`config.mk`:
```
export PLATFORM = sky130hd
export DESIGN_NAME = demux1_3_buf
export DESIGN_NICKNAME = d
export VERILOG_FILES = /design/src/rtl/demux_pkg.sv /design/src/rtl/demux_chan_buf.sv /design/src/rtl/demux1_3_buf.sv
export SDC_FILE = /design/constraint.sdc
export NUM_CORES = 1
export LEC_CHECK = 0
export BUFFER_PORTS_ARGS = -buffer_cell sky130_fd_sc_hd__buf_2
export CORE_ASPECT_RATIO = 1.4
export CORE_MARGIN = 4
export CORE_UTILIZATION = 52
export CTS_CLUSTER_SIZE = 25
export DETAILED_ROUTE_END_ITERATION = 6
export PLACE_DENSITY = 0.82
export SYNTH_ARGS = -nofsm -noshare
export SYNTH_HDL_FRONTEND = slang
export SYNTH_SLANG_ARGS = --single-unit
export TNS_END_PERCENT = 30
```
`constraint.sdc`:
```
create_clock -name clk -period 2.6 [get_ports clk]
set_input_delay 0.13 -clock clk [delete_from_list [all_inputs] [get_ports clk]]
set_output_delay 0.13 -clock clk [all_outputs]
set_load 0.05 [all_outputs]
```
`src/rtl/demux_pkg.sv`:
```
// Shared types and helpers for the 1-to-3 registered demultiplexer.
package demux_pkg;

  typedef enum logic [1:0] {
    CH0    = 2'd0,
    CH1    = 2'd1,
    CH2    = 2'd2,
    CH_BAD = 2'd3
  } chan_sel_t;

  localparam int unsigned NUM_CH = 3;

  // Round-robin successor; the pointer never holds CH_BAD.
  function automatic chan_sel_t rr_next(input chan_sel_t p);
    return (p == CH2) ? CH0 : chan_sel_t'(p + 2'd1);
  endfunction

endpackage

```
`src/rtl/demux_chan_buf.sv`:
```
// One-entry valid/ready output buffer; accepts a refill in the same cycle it drains.
module demux_chan_buf #(
  parameter int unsigned WIDTH = 8
) (
  input  logic             clk,
  input  logic             rst_n,
  input  logic             wr_en,
  input  logic [WIDTH-1:0] wr_data,
  input  logic             rd_ready,
  output logic             valid,
  output logic [WIDTH-1:0] data,
  output logic             can_wr
);

  assign can_wr = !valid || rd_ready;

  always_ff @(posedge clk) begin
    if (!rst_n) begin
      valid <= 1'b0;
      data  <= '0;
    end else if (wr_en) begin
      valid <= 1'b1;
      data  <= wr_data;
    end else if (rd_ready) begin
      valid <= 1'b0;
    end
  end

endmodule

```
`src/rtl/demux1_3_buf.sv`:
```
// Registered 1-to-3 demultiplexer: explicit or round-robin routing into three
// buffered channels, with a saturating count of words dropped on select 3.
module demux1_3_buf
  import demux_pkg::*;
#(
  parameter int unsigned WIDTH = 8,
  parameter int unsigned CNT_W = 8
) (
  input  logic             clk,
  input  logic             rst_n,
  input  logic [WIDTH-1:0] in_data,
  input  logic             in_valid,
  output logic             in_ready,
  input  logic             s0,
  input  logic             s1,
  input  logic             rr_en,
  output logic [WIDTH-1:0] o0_data,
  output logic [WIDTH-1:0] o1_data,
  output logic [WIDTH-1:0] o2_data,
  output logic             o0_valid,
  output logic             o1_valid,
  output logic             o2_valid,
  input  logic             o0_ready,
  input  logic             o1_ready,
  input  logic             o2_ready,
  output logic [CNT_W-1:0] drop_cnt,
  output logic             err
);

  chan_sel_t         sel;
  chan_sel_t         tgt;
  chan_sel_t         rr_ptr;
  logic [NUM_CH-1:0] can_wr;
  logic [NUM_CH-1:0] wr_en;
  logic [NUM_CH-1:0] ch_valid;
  logic [NUM_CH-1:0] ch_ready;
  logic [WIDTH-1:0]  ch_data [NUM_CH];
  logic              accept;
  logic              drop;

  assign sel      = chan_sel_t'({s1, s0});
  assign tgt      = rr_en ? rr_ptr : sel;
  assign ch_ready = {o2_ready, o1_ready, o0_ready};

  always_comb begin
    in_ready = 1'b1;
    wr_en    = '0;
    drop     = 1'b0;
    accept   = 1'b0;
    case (tgt)
      CH0: begin
        in_ready = can_wr[0];
        accept   = in_valid && in_ready;
        wr_en[0] = accept;
      end
      CH1: begin
        in_ready = can_wr[1];
        accept   = in_valid && in_ready;
        wr_en[1] = accept;
      end
      CH2: begin
        in_ready = can_wr[2];
        accept   = in_valid && in_ready;
        wr_en[2] = accept;
      end
      default: begin
        accept = in_valid;
        drop   = in_valid;
      end
    endcase
  end

  for (genvar i = 0; i < NUM_CH; i++) begin : g_ch
    demux_chan_buf #(.WIDTH(WIDTH)) u_buf (
      .clk      (clk),
      .rst_n    (rst_n),
      .wr_en    (wr_en[i]),
      .wr_data  (in_data),
      .rd_ready (ch_ready[i]),
      .valid    (ch_valid[i]),
      .data     (ch_data[i]),
      .can_wr   (can_wr[i])
    );
  end

  assign o0_data  = ch_data[0];
  assign o1_data  = ch_data[1];
  assign o2_data  = ch_data[2];
  assign o0_valid = ch_valid[0];
  assign o1_valid = ch_valid[1];
  assign o2_valid = ch_valid[2];

  always_ff @(posedge clk) begin
    if (!rst_n) begin
      rr_ptr   <= CH0;
      drop_cnt <= '0;
      err      <= 1'b0;
    end else begin
      err <= drop;
      if (drop && drop_cnt != '1) drop_cnt <= drop_cnt + 1'b1;
      // Only an accepted word moves the pointer, so stalls never skip a channel.
      if (accept && rr_en) rr_ptr <= rr_next(rr_ptr);
    end
  end

endmodule

```
Word level (Yosys, flattened, before mapping) --
Cells that the tools add are included.
Word-level totals: input port bits 17, flip-flop bits (word level) 38, word-level logic and storage cells 45
Operators by class: $add $sub $neg 2, mux-type cells 14, equal/unequal tests 4, reductions and logical operators 16
Operator list (count):
- 1-bit 2-to-1 mux | 10
- 8-bit by 1-bit adder with 8-bit output, second input constant | 1
- 8-bit inequality test, second input constant | 1
- 1-bit one-hot mux with 3 select lines | 2
- 2-bit nonzero test | 3
- 1-bit logical AND | 5
- 2-bit equality test, second input constant | 2
- 2-bit 2-to-1 mux | 2
- 1-bit zero test | 3
- 1-bit logical OR | 3
- 3-bit OR reduction | 1
- 2-bit by 1-bit adder with 2-bit output, second input constant | 1
- 2-bit by 1-bit equality test with 1-bit output, second input constant | 1
- 2-bit zero test | 1

Longest topological paths before layout --
word-level depth 5, mapped depth 5, depth with buffers taken out 5

Cells and area by module --
A second synthesis with hierarchy kept.
Second synthesis, totals: cells, all modules 164, area total of the unflattened synthesis 1672.9 um^2
Modules (own cells, without submodules):
- demux_chan_buf | cells each 29, area an instance 339.1 um^2, seq. area each 180.2 um^2, instances 3
- demux1_3_buf | cells each 77, area an instance 655.6 um^2, seq. area each 220.2 um^2, instances 1

Worst setup path after synthesis --
OpenSTA, ideal clock, no wires.
path type reg-to-reg, start point register drop_cnt[1], end point register drop_cnt[6], path buffers 0, arrival 1.645 ns, clock period less this slack 1.715 ns, stages on the path, launching flop included 5, required time 2.529 ns, setup slack 0.885 ns, cell sequence dfxtp_1 -> ha_1 -> inv_1 -> or4_1 -> a21oi_1
Between the ends: longest elaborated chain between the ends 2, elaborated cells between the ends (all ways) 3, classes of those cells add/sub (1); eq/ne (1); reduce/logical (1)
Ends and longest elaborated chain:
- start, declared | RTL line demux1_3_buf.sv:26 | output logic [CNT_W-1:0] drop_cnt,
- start signal, assigned | RTL line demux1_3_buf.sv:100 | if (drop && drop_cnt != '1) drop_cnt <= drop_cnt + 1'b1;
- branches (longest 2 deep; another with 8-bit by 1-bit adder with 8-bit output)
Parallel ways; which one is timed is not known. A chain may end at the register's enable or synchronous reset.

Worst setup path after layout --
start point register rr_ptr[0], end point register g_ch[2].u_buf.data[0]
Between the ends: longest elaborated chain between the ends 3
Ends and longest elaborated chain:
- start, declared | RTL line demux1_3_buf.sv:32 | chan_sel_t rr_ptr;
- start signal, assigned | RTL line demux1_3_buf.sv:102 | if (accept && rr_en) rr_ptr <= rr_next(rr_ptr);
- 2-bit 2-to-1 mux | RTL line demux1_3_buf.sv:42 | assign tgt = rr_en ? rr_ptr : sel;
- 2-bit equality test | RTL line demux1_3_buf.sv:50 | case (tgt)
- 1-bit 2-to-1 mux | RTL line demux1_3_buf.sv:50
- end signal, assigned | RTL line demux_chan_buf.sv:23 | data <= wr_data;
- end, declared | RTL line demux_chan_buf.sv:11 | output logic [WIDTH-1:0] data,
Every way passes these cells.

==> metrics.md <==
| Metric | Value |
|---|---|
| Status | `finished clean` |
| RSZ-0062 raised after global routing | `no` |
| Reg2reg path depth | `4` |
| WL/cell | `14.8 µm` |
| Initial Utilization | `54.3%` |
| Clk slew on worst S/H paths | `0.07 ns` |
| Via count | `1,375` |
| Crit end category | `flip-flop` |
| Core area | `2880 µm²` |
| Width of the die | `54.3 µm` |
| CP Data Required Time | `2.77 ns` |
| Period utilisation layout | `74.2%` |
| Worst R2R Start | `rr_ptr[0]$_SDFFE_PN0P_` |
| First-pass GRT wire length | `6140 µm` |
| # fillers | `approximately 240` |
| Initial antenna violation count | `0` |
| Leak Pwr | `0.00100 µW` |
| Number of distinct library cells after synthesis | `32` |
| Pins over their slew limit | `0` |
| Layout Skew | `0.00290 ns` |
| Reg-to-reg endpoint | `g_ch[2].u_buf.data[0]$_SDFFE_PN0P_` |
| H-tree lvl count | `2` |
| Synth top area share | `48.7%` |
| Die extent in y | `72.9 µm` |
| Number of diodes | `0` |
| GRT Overall Usage | `21.0%` |
| Post-CTS Setup Inserts | `0` |
| Routability congestion estimate | `0.724` |
| Hold Crit Class | `primary input to flip-flop` |
| Worst Hold Launch | `in_data[3]` |
| Synthesized Nets | `174` |
| Max Fclk | `0.518 GHz` |
| Synth area leader | `dfxtp_1` |
| Synthesis Warnings | `0` |
| Peak VDD IR | `0.551 mV` |
| Final setup vio count | `0` |
| Netlist Area Pre-Place | `between 1500 and 2000 µm²` |
| Post_cts resized | `0` |
| CP Launch Type | `flip-flop` |
| Critical path class | `flip-flop to flip-flop` |
| HPWL after detailed placement | `2770 µm` |
| Vias per cell | `~5.6` |
| Root Driver | `clkbuf_8` |
| CTS buffer count | `5` |
| Worst-Skew Late Latency | `0.29 ns` |
| Worst slew pin tran | `0.664 ns` |
| Hold-fix buffers at CTS | `0` |
| Clk sinks | `38` |
| PD cells | `671 nW/µm²` |
| Final hold violation count | `0` |
| Vias in the first global route | `1,363` |
| Mapped Cells | `156` |
| WHS Endpoint | `g_ch[2].u_buf.data[3]$_SDFFE_PN0P_` |
| Cell Rows | `23` |
| Layout cells sized above 1 | `31.0%` |
| Fin nets | `228` |
| Power Total | `1310 µW` |
| Synth top area cells | `dfxtp_1, mux2i_1, nor2_1` |
| Remaining global-route overflow | `0` |
| Buffer depth of the longest clock path | `2` |
| Io pins | `54` |
| Rel. slew slack | `a little under three fifths` |
| Largest net degree at the start of global routing | `25` |
| CP Max Fanout | `9` |
| Routed WL | `3650 µm` |
| Synth Area per Inst | `10.0 µm²` |
| Critical Path AT | `between 2 and 2.5 ns` |
| Drt drc | `0` |
| Area grow syn2layout | `24.9%` |
| Post-route setup TNS | `0 ns` |
| CTS tree | `yes` |
| Post-layout util | `67.8%` |
| Sequential area share after synthesis | `48.7%` |
| Number of DRC markers in iteration 0 | `30` |
| Antenna Nets Post-Route | `0` |
| TritonRoute pass-1 iters | `5` |
| Buffers on Ports | `53` |
| Post-synthesis sequential element count | `38` |
| Minimum clock period | `between 1.5 and 2 ns` |
| Worst R2R Setup Slack | `0.67 ns` |
| DIE AREA | `3960 µm²` |
| Max Cap Violations | `0` |
| Hold Crit Depth | `3` |
## through the flow
step | setup slack (ns) | cell area [µm²] | hold slack [ns] | instances
CTS | 0.668 | 1950 | 0.0969 | 247
floorplan | 0.885 | 1560 | 0.247 | 156
finish | 0.670 | 1950 | 0.103 | 247
detailed placement | 0.681 | 1840 | 0.397 | 240
global route | 0.491 | 1950 | 0.102 | 247
global placement | 0.822 | 1840 | 0.390 | 240
## metal layers
metal | wire length (µm) | part of all wire, % | global-route usage (%)
met1 | 1400 | 38 | 22.8
met2 | 1960 | 54 | 36.2
met3 | 223 | 6.1 | 7.57
met4 | 68 | 1.9 | 7.76
met5 | 0 | 0 | 0
## worst max path at each step
stage,slack (ns),to,from
2_1_floorplan,0.88,drop_cnt[6]$_SDFFE_PN0P_,drop_cnt[1]$_SDFFE_PN0P_
3_3_place_gp,0.82,g_ch[2].u_buf.data[1]$_SDFFE_PN0P_,rr_en
3_5_place_dp,0.68,g_ch[2].u_buf.data[0]$_SDFFE_PN0P_,rr_en
4_1_cts,0.67,g_ch[2].u_buf.data[0]$_SDFFE_PN0P_,rr_ptr[0]$_SDFFE_PN0P_
5_1_grt,0.49,g_ch[2].u_buf.data[7]$_SDFFE_PN0P_,rr_ptr[0]$_SDFFE_PN0P_
6_report,0.67,g_ch[2].u_buf.data[0]$_SDFFE_PN0P_,rr_ptr[0]$_SDFFE_PN0P_
## synthesized netlist by cell type
| library cell | number |
|---|---|
| and4_1 | 1 |
| nand3_1 | 4 |
| nand2b_1 | 4 |
| buf_2 | 2 |
| inv_1 | 1 |
| nand2_1 | 3 |
| mux2_2 | 1 |
| or3_1 | 1 |
| clkbuf_8 | 1 |
| a21oi_1 | 10 |
| o311ai_0 | 3 |
| nor2_1 | 26 |
| nand4_1 | 4 |
| or3_2 | 1 |
| and3_1 | 2 |
| mux2i_1 | 29 |
| dfxtp_1 | 38 |
| buf_4 | 1 |
| o21ai_0 | 1 |
| and3b_2 | 1 |
| nand3b_1 | 1 |
| or4_1 | 4 |
| o31ai_1 | 2 |
| nor3_1 | 1 |
| o21ai_2 | 1 |
| o21a_1 | 2 |
| nand4b_1 | 1 |
| nor3b_1 | 1 |
| o41ai_1 | 4 |
| ha_1 | 1 |
| clkbuf_1 | 3 |
| clkinv_1 | 1 |
## cells by family after synthesis
logic type      share of synthesized area, %
mux                                     19.3
simple gates                            18.1
buf+inv                                 3.20
flops                                   48.7
compound gates                          9.93
fa+ha+maj                              0.801
## flip-flops by register name, summed over array words and instances (netlist names)
| register | count |
|---|---|
| drop_cnt | 8 |
| err | 1 |
| g_ch.u_buf.data | 24 |
| g_ch.u_buf.valid | 3 |
| rr_ptr | 2 |
## placed cells by master (no fill, tap or decap), types with 2 or more instances in the layout
| cell type | synthesis | routed |
|---|---|---|
| and3_1 | 2 | 2 |
| nand4_1 | 4 | 4 |
| nand2_1 | 3 | 3 |
| clkbuf_8 | 1 | 6 |
| nor2_1 | 26 | 26 |
| o311ai_0 | 3 | 3 |
| dfxtp_1 | 38 | 38 |
| nand3_1 | 4 | 4 |
| o31ai_1 | 2 | 2 |
| o21a_1 | 2 | 2 |
| o41ai_1 | 4 | 4 |
| nand2b_1 | 4 | 4 |
| or4_1 | 4 | 4 |
| a21oi_1 | 10 | 10 |
| mux2i_1 | 29 | 29 |
| buf_2 | 2 | 53 |
## where the power goes
group	total, µW	internal, µW	switching (µW)
sequential	618	604	13.2
combinational	194	57.6	136
clock	498	307	191
total	1310	969	341
## worst max-delay path: stages, from the launching register on
cell     delay (ns)
dfxtp_1        0.34
mux2i_1        0.43
nand4_1        0.64
mux2i_1        0.35
nor2_1         0.06
## area by class of cell
| cell class | count | area [µm²] | share of cell area (%) |
|---|---|---|---|
| Multi-Input combinational cell | 109 | 752 | 38.5 |
| Timing Repair Buffer | 54 | 273 | 14.0 |
| Clock buffer | 6 | 82.6 | 4.23 |
| Tap cell | 37 | 46.3 | 2.37 |
| Sequential cell | 38 | 761 | 39.0 |
| Clock inverter | 1 | 30.0 | 1.54 |
| Inverter | 2 | 7.51 | 0.385 |
Note: power is estimated with default switching activity, not from simulation.
